File: src/rtl/fib_index_finder_if.sv
// fib_index_finder_if: lookup request/result bundle between a requester and the Fibonacci index finder.
interface fib_index_finder_if;
    logic       start;
    logic [7:0] target;
    logic       busy;
    logic       done;
    logic       is_fib;
    logic [3:0] index;
    modport master (output start, target, input busy, done, is_fib, index);
    modport slave  (input start, target, output busy, done, is_fib, index);
endinterface

File: src/rtl/fib_index_finder.sv
// fib_index_finder: walks the Fibonacci sequence until it meets or passes the captured target,
// reporting whether the target is a Fibonacci number and its smallest index.
module fib_index_finder (
    input  logic                  clk,
    input  logic                  rst_n,
    fib_index_finder_if.slave     bus
);
    typedef enum logic {IDLE, CALC} state_t;
    state_t     state_q, state_d;
    logic [7:0] target_q, target_d;
    logic [9:0] a_q, a_d, b_q, b_d;
    logic [3:0] n_q, n_d;
    logic       done_q, done_d;
    logic       is_fib_q, is_fib_d;
    logic [3:0] index_q, index_d;
    always_ff @(posedge clk or negedge rst_n) begin
        if (!rst_n) begin
            state_q  <= IDLE;
            target_q <= '0;
            a_q      <= '0;
            b_q      <= '0;
            n_q      <= '0;
            done_q   <= 1'b0;
            is_fib_q <= 1'b0;
            index_q  <= '0;
        end else begin
            state_q  <= state_d;
            target_q <= target_d;
            a_q      <= a_d;
            b_q      <= b_d;
            n_q      <= n_d;
            done_q   <= done_d;
            is_fib_q <= is_fib_d;
            index_q  <= index_d;
        end
    end
    // a is 10 bits so F(14)=377 overshoots any 8-bit target without wrapping
    always_comb begin
        state_d  = state_q;
        target_d = target_q;
        a_d      = a_q;
        b_d      = b_q;
        n_d      = n_q;
        done_d   = 1'b0;
        is_fib_d = is_fib_q;
        index_d  = index_q;
        if (state_q == IDLE) begin
            if (bus.start) begin
                state_d  = CALC;
                target_d = bus.target;
                a_d      = 10'd0;
                b_d      = 10'd1;
                n_d      = 4'd0;
                is_fib_d = 1'b0;
                index_d  = 4'd0;
            end
        end else if (a_q == {2'b00, target_q}) begin
            state_d  = IDLE;
            done_d   = 1'b1;
            is_fib_d = 1'b1;
            index_d  = n_q;
        end else if (a_q > {2'b00, target_q}) begin
            state_d  = IDLE;
            done_d   = 1'b1;
            is_fib_d = 1'b0;
            index_d  = 4'd0;
        end else begin
            a_d = b_q;
            b_d = a_q + b_q;
            n_d = n_q + 4'd1;
        end
    end
    assign bus.busy   = (state_q == CALC);
    assign bus.done   = done_q;
    assign bus.is_fib = is_fib_q;
    assign bus.index  = index_q;
endmodule

File: src/flat_wrapper.sv
// flat-port wrapper written by rule: the top's interface ports become plain ports
module fib_index_finder_flat 
  (clk, rst_n, bus_start, bus_target, bus_busy, bus_done, bus_is_fib, bus_index);
  fib_index_finder_if bus_i ();
  input  logic clk;
  input  logic rst_n;
  input wire logic [$bits(bus_i.start)-1:0] bus_start;
  input wire logic [$bits(bus_i.target)-1:0] bus_target;
  output wire logic [$bits(bus_i.busy)-1:0] bus_busy;
  output wire logic [$bits(bus_i.done)-1:0] bus_done;
  output wire logic [$bits(bus_i.is_fib)-1:0] bus_is_fib;
  output wire logic [$bits(bus_i.index)-1:0] bus_index;
  assign bus_i.start = bus_start;
  assign bus_i.target = bus_target;
  assign bus_busy = bus_i.busy;
  assign bus_done = bus_i.done;
  assign bus_is_fib = bus_i.is_fib;
  assign bus_index = bus_i.index;
  fib_index_finder u_core (.clk(clk), .rst_n(rst_n), .bus(bus_i));
endmodule
File: config.mk
export PLATFORM = sky130hd
export DESIGN_NAME = fib_index_finder_flat
export DESIGN_NICKNAME = d
export VERILOG_FILES = /design/src/rtl/fib_index_finder_if.sv /design/src/rtl/fib_index_finder.sv /design/src/flat_wrapper.sv
export SDC_FILE = /design/constraint.sdc
export NUM_CORES = 1
export LEC_CHECK = 0
export ABC_AREA = 1
export BUFFER_PORTS_ARGS = -buffer_cell sky130_fd_sc_hd__buf_2
export CAP_MARGIN = 15
export CORE_MARGIN = 4
export CORE_UTILIZATION = 40
export CTS_CLUSTER_SIZE = 30
export DETAILED_ROUTE_END_ITERATION = 16
export GPL_TIMING_DRIVEN = 0
export PLACE_DENSITY = 0.6
export SLEW_MARGIN = 20
export SYNTH_ARGS = -nofsm -noshare
export SYNTH_HDL_FRONTEND = slang
export SYNTH_SLANG_ARGS = --single-unit
File: constraint.sdc
create_clock -name clk -period 1.85 [get_ports clk]
set_clock_uncertainty 0.05 [all_clocks]
set_input_delay 0.37 -clock clk [delete_from_list [all_inputs] [get_ports clk]]
set_output_delay 0.37 -clock clk [all_outputs]
set_load 0.005 [all_outputs]
==> results.cfg <==
[timing]
layout_setup_ws_ns = -0.06580
fmax_ghz = 0.5220
max_slew_margin_pct = 41.12
finalCritPeriodShare_pct = 103.6
finalHoldViolCount = 0
finalSetupViolCount = 19
slew_viol_final = 0
post-route-min-period_ns = 1.916
worstMarginPinSlew_ns = 0.8832
rsz0062_at_grt = true

[floorplan]
fp.coreArea_um2 = 5608
ios = 18
start_util_pct = 41.92
die_h_um = 84.67
placementRows = 27
die_area_um2 = 7168
die_w_um = 84.67

[worst_hold_path]
hold_class = in -> async

[critical_path]
crit_path_frequent_cell = inv_2
criticalPathCategory = reg -> reg
cp-start-kind = register
cp_slowest_cell = dfrtp_1
crit_start = u_core.target_q[7]$_DFFE_PN0P_
arrival_ns = 2.04
endpoint_kind = register
worst-path-max-fanout = 7
reg2reg_from = u_core.target_q[7]$_DFFE_PN0P_
worstSetupEndpoint = u_core.b_q[4]$_DFFE_PN0P_
crit_path_max_incr_delay_ns = 0.38
reg2reg_depth = 10
worstPathCellList = inv_2 -> ha_4 -> nand2_2 -> inv_2 -> nor3_4 -> buf_6 -> nand4_4 -> buf_8 -> nand3_1 -> nand2_1
r2r_end = u_core.b_q[4]$_DFFE_PN0P_
cp_data_required_time_ns = 1.97
reg2reg_slack_ns = -0.07

[route]
avgRoutedWirePerCell_um = 14.05
firstDrtPassIters = 4
dr_total_vias = 2054
vias_per_cell = 4.949
drtIter0Drc = 99
routed_wl_um = 5829
ant_nets = 0
drc = 0

[cells_and_area]
final_nets = 373
drive_above_1_share_pct = 33.53
mostFrequentLayoutCells = nand2_1 (90), dfrtp_1 (38), inv_1 (32)
seq_area_um2 = 977.2
synthToLayoutAreaGrowth_pct = 33.74
fin_util_pct = 56.07
multiInputGateArea_um2 = 1421
final_common_cell = nand2_1
n_antenna_cell = 0
fillCellCount = 509

[power]
powerDensity_nw_per_um2 = 1590
power_leakage_nw = 1.688
peakVddDrop_mv = 0.8201

[synthesis]
yosysSeqAreaShare_pct = 41.51
syn-cell-area_um2 = 2351
ys_seq_elements = 39
synth_nets = 325
yosys_warnings = 0
post_synth_num_cell_types = 25
postSynthAreaPerCell_um2 = 7.970
syn_inst = 295

[clock_tree]
root_buffer = clkbuf_8
hold_buffers = 0
cts_tree = done
cts.sinks = 39
path_clk_slew_ns = 0.08
cts_max_path_buffers = 2
numCtsBuffers = 5
worstSkewPairLatency_ns = 0.29
cts-htree-levels = 2

[grt]
grt_max_degree = 40
grt_pass1_vias = 1975
antenna_found_initial = 0
track_usage_pct = 15.39
grt_overflow = 0
grt_pass1_wl_um = 9059

[placed_design]
place_ws_ns = -0.1007
port_buffers = 17
gp_congestion = 0.7723
hpwl_um = 3805

[status]
outcome = finished, violations left
violations = setup timing

[flow_run]
cap_violations = 0
## what timing repair did
item	in CTS	in global routing
gates cloned	0	4
pin swaps	0	25
hold endpoints to repair	0	0
resized for setup	4	55
setup buffers	1	19
setup endpoints to repair	15	29
## critical path, delay by kind of cell, from the launching register on
| kind | cells | cell delay (ns) |
|---|---|---|
| AND/OR/NAND/NOR | 5 | 0.68 |
| adder cells (fa/ha/maj) | 1 | 0.21 |
| flip-flops | 1 | 0.38 |
| buffers and inverters | 4 | 0.48 |
## how the worst min path moves through the flow
stage / depth (start not counted) / start / slack, ns / endpoint
6_report: 1 / rst_n / 0.15 / u_core.b_q[2]$_DFFE_PN0P_
5_1_grt: 1 / rst_n / 0.22 / u_core.b_q[2]$_DFFE_PN0P_
4_1_cts: 1 / rst_n / 0.18 / u_core.b_q[2]$_DFFE_PN0P_
3_5_place_dp: 2 / u_core.bus.index[2]$_DFFE_PN0P_ / 0.43 / u_core.bus.index[2]$_DFFE_PN0P_
3_3_place_gp: 2 / u_core.bus.index[2]$_DFFE_PN0P_ / 0.43 / u_core.bus.index[2]$_DFFE_PN0P_
2_1_floorplan: 0 / rst_n / 0.02 / u_core.a_q[0]$_DFFE_PN0P_
## metal layers
metal | vias to the layer above | track usage [%] | share of wire, % | wire length [um]
met4 | 0 | 3.022 | 0.86 | 50
li1 | 1028 | - | - | -
met2 | 24 | 25.91 | 48 | 2825
met1 | 995 | 20.67 | 47 | 2744
met3 | 7 | 2.944 | 3.6 | 209
met5 | - | 0 | 0 | 0
## flip-flops by register name, indices dropped and copies added, names as in the netlist
register           cells
u_core.a_q            10
u_core.b_q            10
u_core.target_q        8
u_core.bus.index       4
u_core.n_q             4
u_core.bus.busy        1
u_core.bus.done        1
u_core.bus.is_fib      1
## cell type report
class	count	share of cell area (%)
Multi-Input combinational cell	208	45.20
Sequential cell	39	31.08
Timing Repair Buffer	41	10.70
Inverter	40	4.775
Tap cell	72	2.865
Clock buffer	6	2.626
Buffer	8	2.587
Clock inverter	1	0.1592
## power by group
part           switching (W)  leakage, nW  internal [W]
clock               0.000290       0.0470      0.000293
combinational        0.00156         1.14       0.00145
sequential          0.000278        0.496       0.00114
## kinds of logic (layout without fill, tap and decap cells)
| family | count (synthesis) | count (layout) | share of synthesized area (%) |
|---|---|---|---|
| XOR/XNOR | 6 | 6 | 2.235 |
| AO/OA/AOI/OAI | 14 | 14 | 3.087 |
| flip-flops | 39 | 39 | 41.51 |
| AND/OR/NAND/NOR | 168 | 168 | 32.89 |
| adder cells (fa/ha/maj) | 19 | 19 | 10.43 |
| multiplexers | 1 | 1 | 0.4789 |
| buffers and inverters | 48 | 96 | 9.366 |
## through the flow
stage	setup TNS, ns	std cells	power, W	instance area (um^2)	hold WS (ns)
CTS	0	392	0.003964	2645	0.1798
global placement	-0.1252	384	0.003263	2526	0.4312
global route	-2.781	415	0.005441	3144	0.2228
detailed placement	-0.2163	384	0.003310	2526	0.4323
finish	-0.4406	415	0.004999	3144	0.1460
floorplan	0	295	0.002834	2351	0.02441
## Yosys cell counts
cell	count	area (um^2)
nor2_4	1	11.26
nand3_2	6	60.06
dfrtp_1	39	975.9
o21a_1	1	7.510
fa_1	1	20.02
a21oi_1	13	65.06
nor2_2	1	6.260
buf_6	4	45.04
inv_1	39	146.4
nor2_1	13	48.80
nand2_2	2	12.51
nor3_4	1	16.27
buf_4	2	15.01
nand3_1	37	185.2
nand2_1	99	371.6
nand3b_1	4	30.03
buf_2	2	10.01
mux2_2	1	11.26
xor2_1	1	8.760
nand4_1	2	12.51
inv_2	1	3.750
xnor2_1	5	43.79
nand4_2	1	12.51
or2_2	1	6.260
ha_1	18	225.2
Note: power is estimated with default switching activity, not from simulation.
